**config.mk**
```make
export PLATFORM = sky130hd
export DESIGN_NAME = conv_sched
export DESIGN_NICKNAME = d
export VERILOG_FILES = /design/src/rtl/conv_sched.sv
export SDC_FILE = /design/constraint.sdc
export NUM_CORES = 1
export LEC_CHECK = 0
export BUFFER_PORTS_ARGS = -buffer_cell sky130_fd_sc_hd__buf_4
export CAP_MARGIN = 20
export CORE_ASPECT_RATIO = 1.2
export CORE_MARGIN = 5
export CORE_UTILIZATION = 60
export DETAILED_ROUTE_END_ITERATION = 8
export PLACE_DENSITY = 0.84
export SLEW_MARGIN = 20
export SYNTH_ARGS = -nofsm -noshare
export SYNTH_HDL_FRONTEND = slang
export SYNTH_SLANG_ARGS = --single-unit
```
**constraint.sdc**
```tcl
create_clock -name clk -period 7 [get_ports clk]
set_input_delay 0.7 -clock clk [delete_from_list [all_inputs] [get_ports clk]]
set_output_delay 0.7 -clock clk [all_outputs]
set_load 0.05 [all_outputs]
```
**src/rtl/conv_sched.sv**
```systemverilog
// rtl/conv_sched.sv - convolution read scheduler: kernel load, line streaming, window tracking
// Define CONV_SCHED_PERF_EN to add the perf_stall_cycles output and its counter.
module conv_sched #(
  parameter int SRAM_ADDRESS_WIDTH = 12,
  parameter int ADDR_STEP          = 8
) (
  input  logic                          clk,
  input  logic                          reset_n,
  input  logic                          start,
  input  logic                          abort,
  input  logic [SRAM_ADDRESS_WIDTH-1:0] cfg_kernel_addr,
  input  logic [SRAM_ADDRESS_WIDTH-1:0] cfg_image_addr,
  input  logic [9:0]                    cfg_num_lines,
  input  logic                          results_stall,
  output logic [SRAM_ADDRESS_WIDTH-1:0] read_address,
  output logic                          read_enable,
  input  logic                          read_valid,
  output logic                          kernel_we,
  output logic                          kernel_row,
  output logic                          line_shift,
  output logic                          window_valid,
  output logic                          busy,
  output logic                          done,
  output logic                          error
`ifdef CONV_SCHED_PERF_EN
  ,
  output logic [15:0]                   perf_stall_cycles
`endif
);

  localparam int AW = SRAM_ADDRESS_WIDTH;
  localparam logic [AW-1:0] STEP = AW'(ADDR_STEP);

  typedef enum logic [1:0] {IDLE, KLOAD, STREAM, DRAIN} state_t;

  state_t        state, state_nxt;
  logic [AW-1:0] kern_ptr, img_ptr;
  logic [9:0]    num_lines, issue_cnt, rx_cnt;
  logic [1:0]    k_issue;
  logic          k_rx;
  logic          pending, win_q, done_q, err_q;
  logic          start_ok, start_bad, stray, resp;
  logic [9:0]    last_idx;

  assign start_ok  = (state == IDLE) && start && !abort && (cfg_num_lines >= 10'd4);
  assign start_bad = (state == IDLE) && start && !abort && (cfg_num_lines < 10'd4);
  // SRAM latency is exactly one cycle, so a response is legal only after last cycle's issue
  assign stray     = read_valid && !pending;
  assign resp      = read_valid && pending && !abort;
  assign last_idx  = num_lines - 10'd1;

  assign kernel_we    = resp && (state == KLOAD);
  assign kernel_row   = k_rx;
  assign line_shift   = resp && ((state == STREAM) || (state == DRAIN));
  assign window_valid = win_q;
  assign busy         = (state != IDLE);
  assign done         = done_q;
  assign error        = err_q;

  always_comb begin
    read_enable  = 1'b0;
    read_address = '0;
    case (state)
      KLOAD: begin
        read_enable  = (k_issue < 2'd2);
        read_address = kern_ptr;
      end
      STREAM: begin
        read_enable  = (issue_cnt != num_lines);
        read_address = img_ptr;
      end
      default: ;
    endcase
    if (results_stall || abort) read_enable = 1'b0;
  end

  always_comb begin
    state_nxt = state;
    case (state)
      IDLE:    if (start_ok) state_nxt = KLOAD;
      KLOAD:   if (kernel_we && k_rx) state_nxt = STREAM;
      STREAM:  if (read_enable && (issue_cnt == last_idx)) state_nxt = DRAIN;
      DRAIN:   if (line_shift && (rx_cnt == last_idx)) state_nxt = IDLE;
      default: state_nxt = IDLE;
    endcase
    if (abort) state_nxt = IDLE;
  end

  always_ff @(posedge clk or negedge reset_n) begin
    if (!reset_n) begin
      state     <= IDLE;
      kern_ptr  <= '0;
      img_ptr   <= '0;
      num_lines <= '0;
      issue_cnt <= '0;
      rx_cnt    <= '0;
      k_issue   <= '0;
      k_rx      <= 1'b0;
      pending   <= 1'b0;
      win_q     <= 1'b0;
      done_q    <= 1'b0;
      err_q     <= 1'b0;
    end else begin
      state   <= state_nxt;
      pending <= read_enable;
      win_q   <= line_shift && (rx_cnt >= 10'd3);
      done_q  <= line_shift && (state == DRAIN) && (rx_cnt == last_idx) && !abort;
      if (start_ok) begin
        kern_ptr  <= cfg_kernel_addr;
        img_ptr   <= cfg_image_addr;
        num_lines <= cfg_num_lines;
        issue_cnt <= '0;
        rx_cnt    <= '0;
        k_issue   <= '0;
        k_rx      <= 1'b0;
      end else begin
        if (read_enable && (state == KLOAD)) begin
          kern_ptr <= kern_ptr + STEP;
          k_issue  <= k_issue + 2'd1;
        end
        if (read_enable && (state == STREAM)) begin
          img_ptr   <= img_ptr + STEP;
          issue_cnt <= issue_cnt + 10'd1;
        end
        if (kernel_we)  k_rx   <= 1'b1;
        if (line_shift) rx_cnt <= rx_cnt + 10'd1;
      end
      if (stray || start_bad) err_q <= 1'b1;
      else if (start_ok)      err_q <= 1'b0;
    end
  end

`ifdef CONV_SCHED_PERF_EN
  logic [15:0] perf_q;
  assign perf_stall_cycles = perf_q;

  always_ff @(posedge clk or negedge reset_n) begin
    if (!reset_n) begin
      perf_q <= '0;
    end else if (start_ok) begin
      perf_q <= '0;
    end else if (((state == KLOAD) || (state == STREAM)) && results_stall && (perf_q != 16'hFFFF)) begin
      perf_q <= perf_q + 16'd1;
    end
  end
`endif

endmodule

```
==> reports/summary.txt <==
Gpl congestion - 0.937
Die footprint - 8160 µm²
CTS Buf Count - 9
Tmin final - 3.06 ns
Fraction of synthesized area in multiplexers - 5.33%
Critical path buffers and inverters - 2
Pleak - 1.98 nW
Hold Crit Class - primary input to async pin
Die Ht - 98.0 µm
Largest net degree at the start of global routing - 64
Setup Skew - 0.00552 ns
Mapped Area - 3870 µm²
Pins Over Slew Limit - 0
WS Path Type - flop to output port
Setup-failing EPs final - 0
Total gr overflow - 0
Initial antenna violation count - 0
Area Growth Syn to Fin - 16.8%
RSZ-0062 raised after global routing - false
Starting Density - 60.8%
Residual DRC count - 0
DR WL met2 - 4650 µm
Simple-gate portion of the synthesized area - 20.8%
Critical path's slowest cell - nor4_1
Number of synthesized register bits - 63
Async S/R FF share, synth - 100%
Library cells used by synthesis - 57
Final Worst Setup Slack - 3.94 ns
Commonest cells in the synthesized netlist - dfrtp_1, nand2_1, xor2_1
Met3 Wirelength - 612 µm
EDFF count, synth - 0
Pre-antenna DRT Iters - 5
CP Max Fanout - 19
Clk slew on worst S/H paths - 0.07 ns
Mapped Nets - 457
Crit path capture type - output port
Layout net count - 506
Crit path cell chain - inv_1 > ha_1 > nor2b_1 > nor4_1 > a31oi_4 > buf_4
Clk_lat worst skew - 0.34 ns
Synth Flop Type - dfrtp_1
PwrDens - 343 nW/µm²
First-pass GRT wire length - 16000 µm
M1 wire length - 3790 µm
# resized after CTS - 0
Peak VDD IR - 0.000238 V
Row cnt - 32
Vias per Instance - 5.89
CTS hold repair buffers - 0
Largest family of logic cells by synthesized area - simple AND/OR/NAND/NOR gates
Pre-CTS setup slack - 4.09 ns
Status - finished clean
Max-slew headroom at the worst pin - 47.4%
Register area share after synthesis - 40.7%
Post-synth top area share - 40.7%
Final ANT Viol Nets - 0
I/O pin count - 60
Die Wd - 83.3 µm
DRT Wirelength - 9290 µm
Final setup TNS - 0 ns
Compound-Gate Fraction of Synth Area - 12.8%
CTS tree - built
Yosys top cell by area - dfrtp_1
H-tree depth - 3
Syn Inst Count - 408
Top layer in use - met4
Max-cap viol count - 0
Synth top area cells - dfrtp_1, xor2_1, xnor2_1
ANT cells - 0
Iter 0 DRT Violations - 231
Layout fillers - 466
Yosys warning total - 0
Core area - 6370 µm²
Worst Max-Slew Pin Slew - 0.788 ns
Worst reg2reg path depth - 9
Routed len/inst - 17.1 µm
Max Buffers Root-to-Sink - 2
Post-synthesis xor/xnor area fraction - 13.4%
Fmax - 0.327 GHz
Setup bufs post-CTS - 0
Fin crit share - 43.7%
Synth Area per Inst - 9.49 µm²
Critical path startpoint category - flop
WP depth - 6
I/O Buffers - 59
CP peak stage delay - 0.44 ns
Vias in the first global route - 3326
DP HPWL - 6890 µm
WP data required - 6.30 ns
Worst endpoint data arrival time - 2.36 ns
Crit path max-delay family - simple AND/OR/NAND/NOR gates
Most frequent cell after synthesis - dfrtp_1
Via count - 3208
Gr usage total - 24.5%
Fin. Hold Viols - 0
Synth Area in Adders - 2.91%
CTS Root Cell - clkbuf_8
Clock sink total - 63
Share of layout cells above drive strength 1 - 21.1%
[through the flow]
stage | util, % | power [W] | cell area (µm²) | hold slack [ns] | instances
2_1_floorplan | - | 0.00107 | 3870 | 0.404 | 408
3_3_place_gp | 68.1 | 0.00123 | 4330 | 0.493 | 531
3_5_place_dp | 68.1 | 0.00124 | 4330 | 0.493 | 531
4_1_cts | 71.0 | 0.00155 | 4520 | 0.453 | 545
5_1_grt | 71.0 | 0.00166 | 4520 | 0.496 | 545
6_report | 71.0 | 0.00155 | 4520 | 0.419 | 545
[registers in the layout, indices dropped and copies added (netlist names), 2 cells and up]
signal     count
img_ptr       12
kern_ptr      12
state          2
issue_cnt     10
num_lines     10
rx_cnt        10
k_issue        2
[where the power goes]
group	internal [W]	switching (W)
sequential	0.000466	0.000149
clock	0.000169	0.000138
combinational	0.000275	0.000356
total	0.000910	0.000643
[placed cells by master, fill, tap and decap left out, types with 10 or more instances in the layout]
master,synthesis,routed
clkbuf_8,0,10
mux2_2,13,13
inv_1,12,12
o21ai_0,31,31
nand2_1,38,38
buf_4,2,61
nand3_1,11,11
xor2_1,35,35
a22oi_1,14,14
dfrtp_1,63,63
nor2_1,29,29
xnor2_1,24,24
nor2b_1,13,13
[path summary, 6_finish.rpt]
kind | slack [ns] | startpoint | endpoint
worst max-delay path | 3.94 | state[1] | read_enable
max in group asynchronous | 6.03 | reset_n | kern_ptr[6]
min in group clk | 0.51 | pending | error
worst min-delay path | 0.42 | reset_n | img_ptr[2]
worst max register to register | 4.09 | state[1] | issue_cnt[9]
worst min register to register | 0.51 | pending | error
[per-layer routing]
layer  up-vias  GRT usage [%]
li1       1526              -
met2       113           41.3
met4         0           9.06
met5         -              0
met3        18           6.92
met1      1551           29.9
[final cells by class]
cell class / instances / area (µm²) / share of cell area, %
multi-input combinational: 310 / 2150 / 47.5
sequential: 63 / 1580 / 34.9
timing repair buffer: 61 / 458 / 10.1
clock buffer: 10 / 138 / 3.05
tap: 85 / 106 / 2.35
clock inverter: 4 / 47.5 / 1.05
inverter: 12 / 45.0 / 0.997
[worst register-to-register path: stages, from the launching register on]
cell	delay, ns
dfrtp_1	0.42
inv_1	0.09
ha_1	0.53
nor2b_1	0.24
o211ai_1	0.13
a31oi_4	0.31
and2_2	0.37
nand4_2	0.22
or3_1	0.40
a21oi_1	0.14
[kinds of logic (layout without fill, tap and decap cells)]
group / after synthesis / count (layout)
xor gates and xnor gates: 59 / 59
AOI/OAI and AO/OA: 76 / 76
buffers and inverters: 35 / 87
DFF: 63 / 63
and+or+nand+nor: 147 / 147
muxes: 19 / 19
adders and majority gates: 9 / 9
Note: power is estimated with default switching activity, not from simulation.
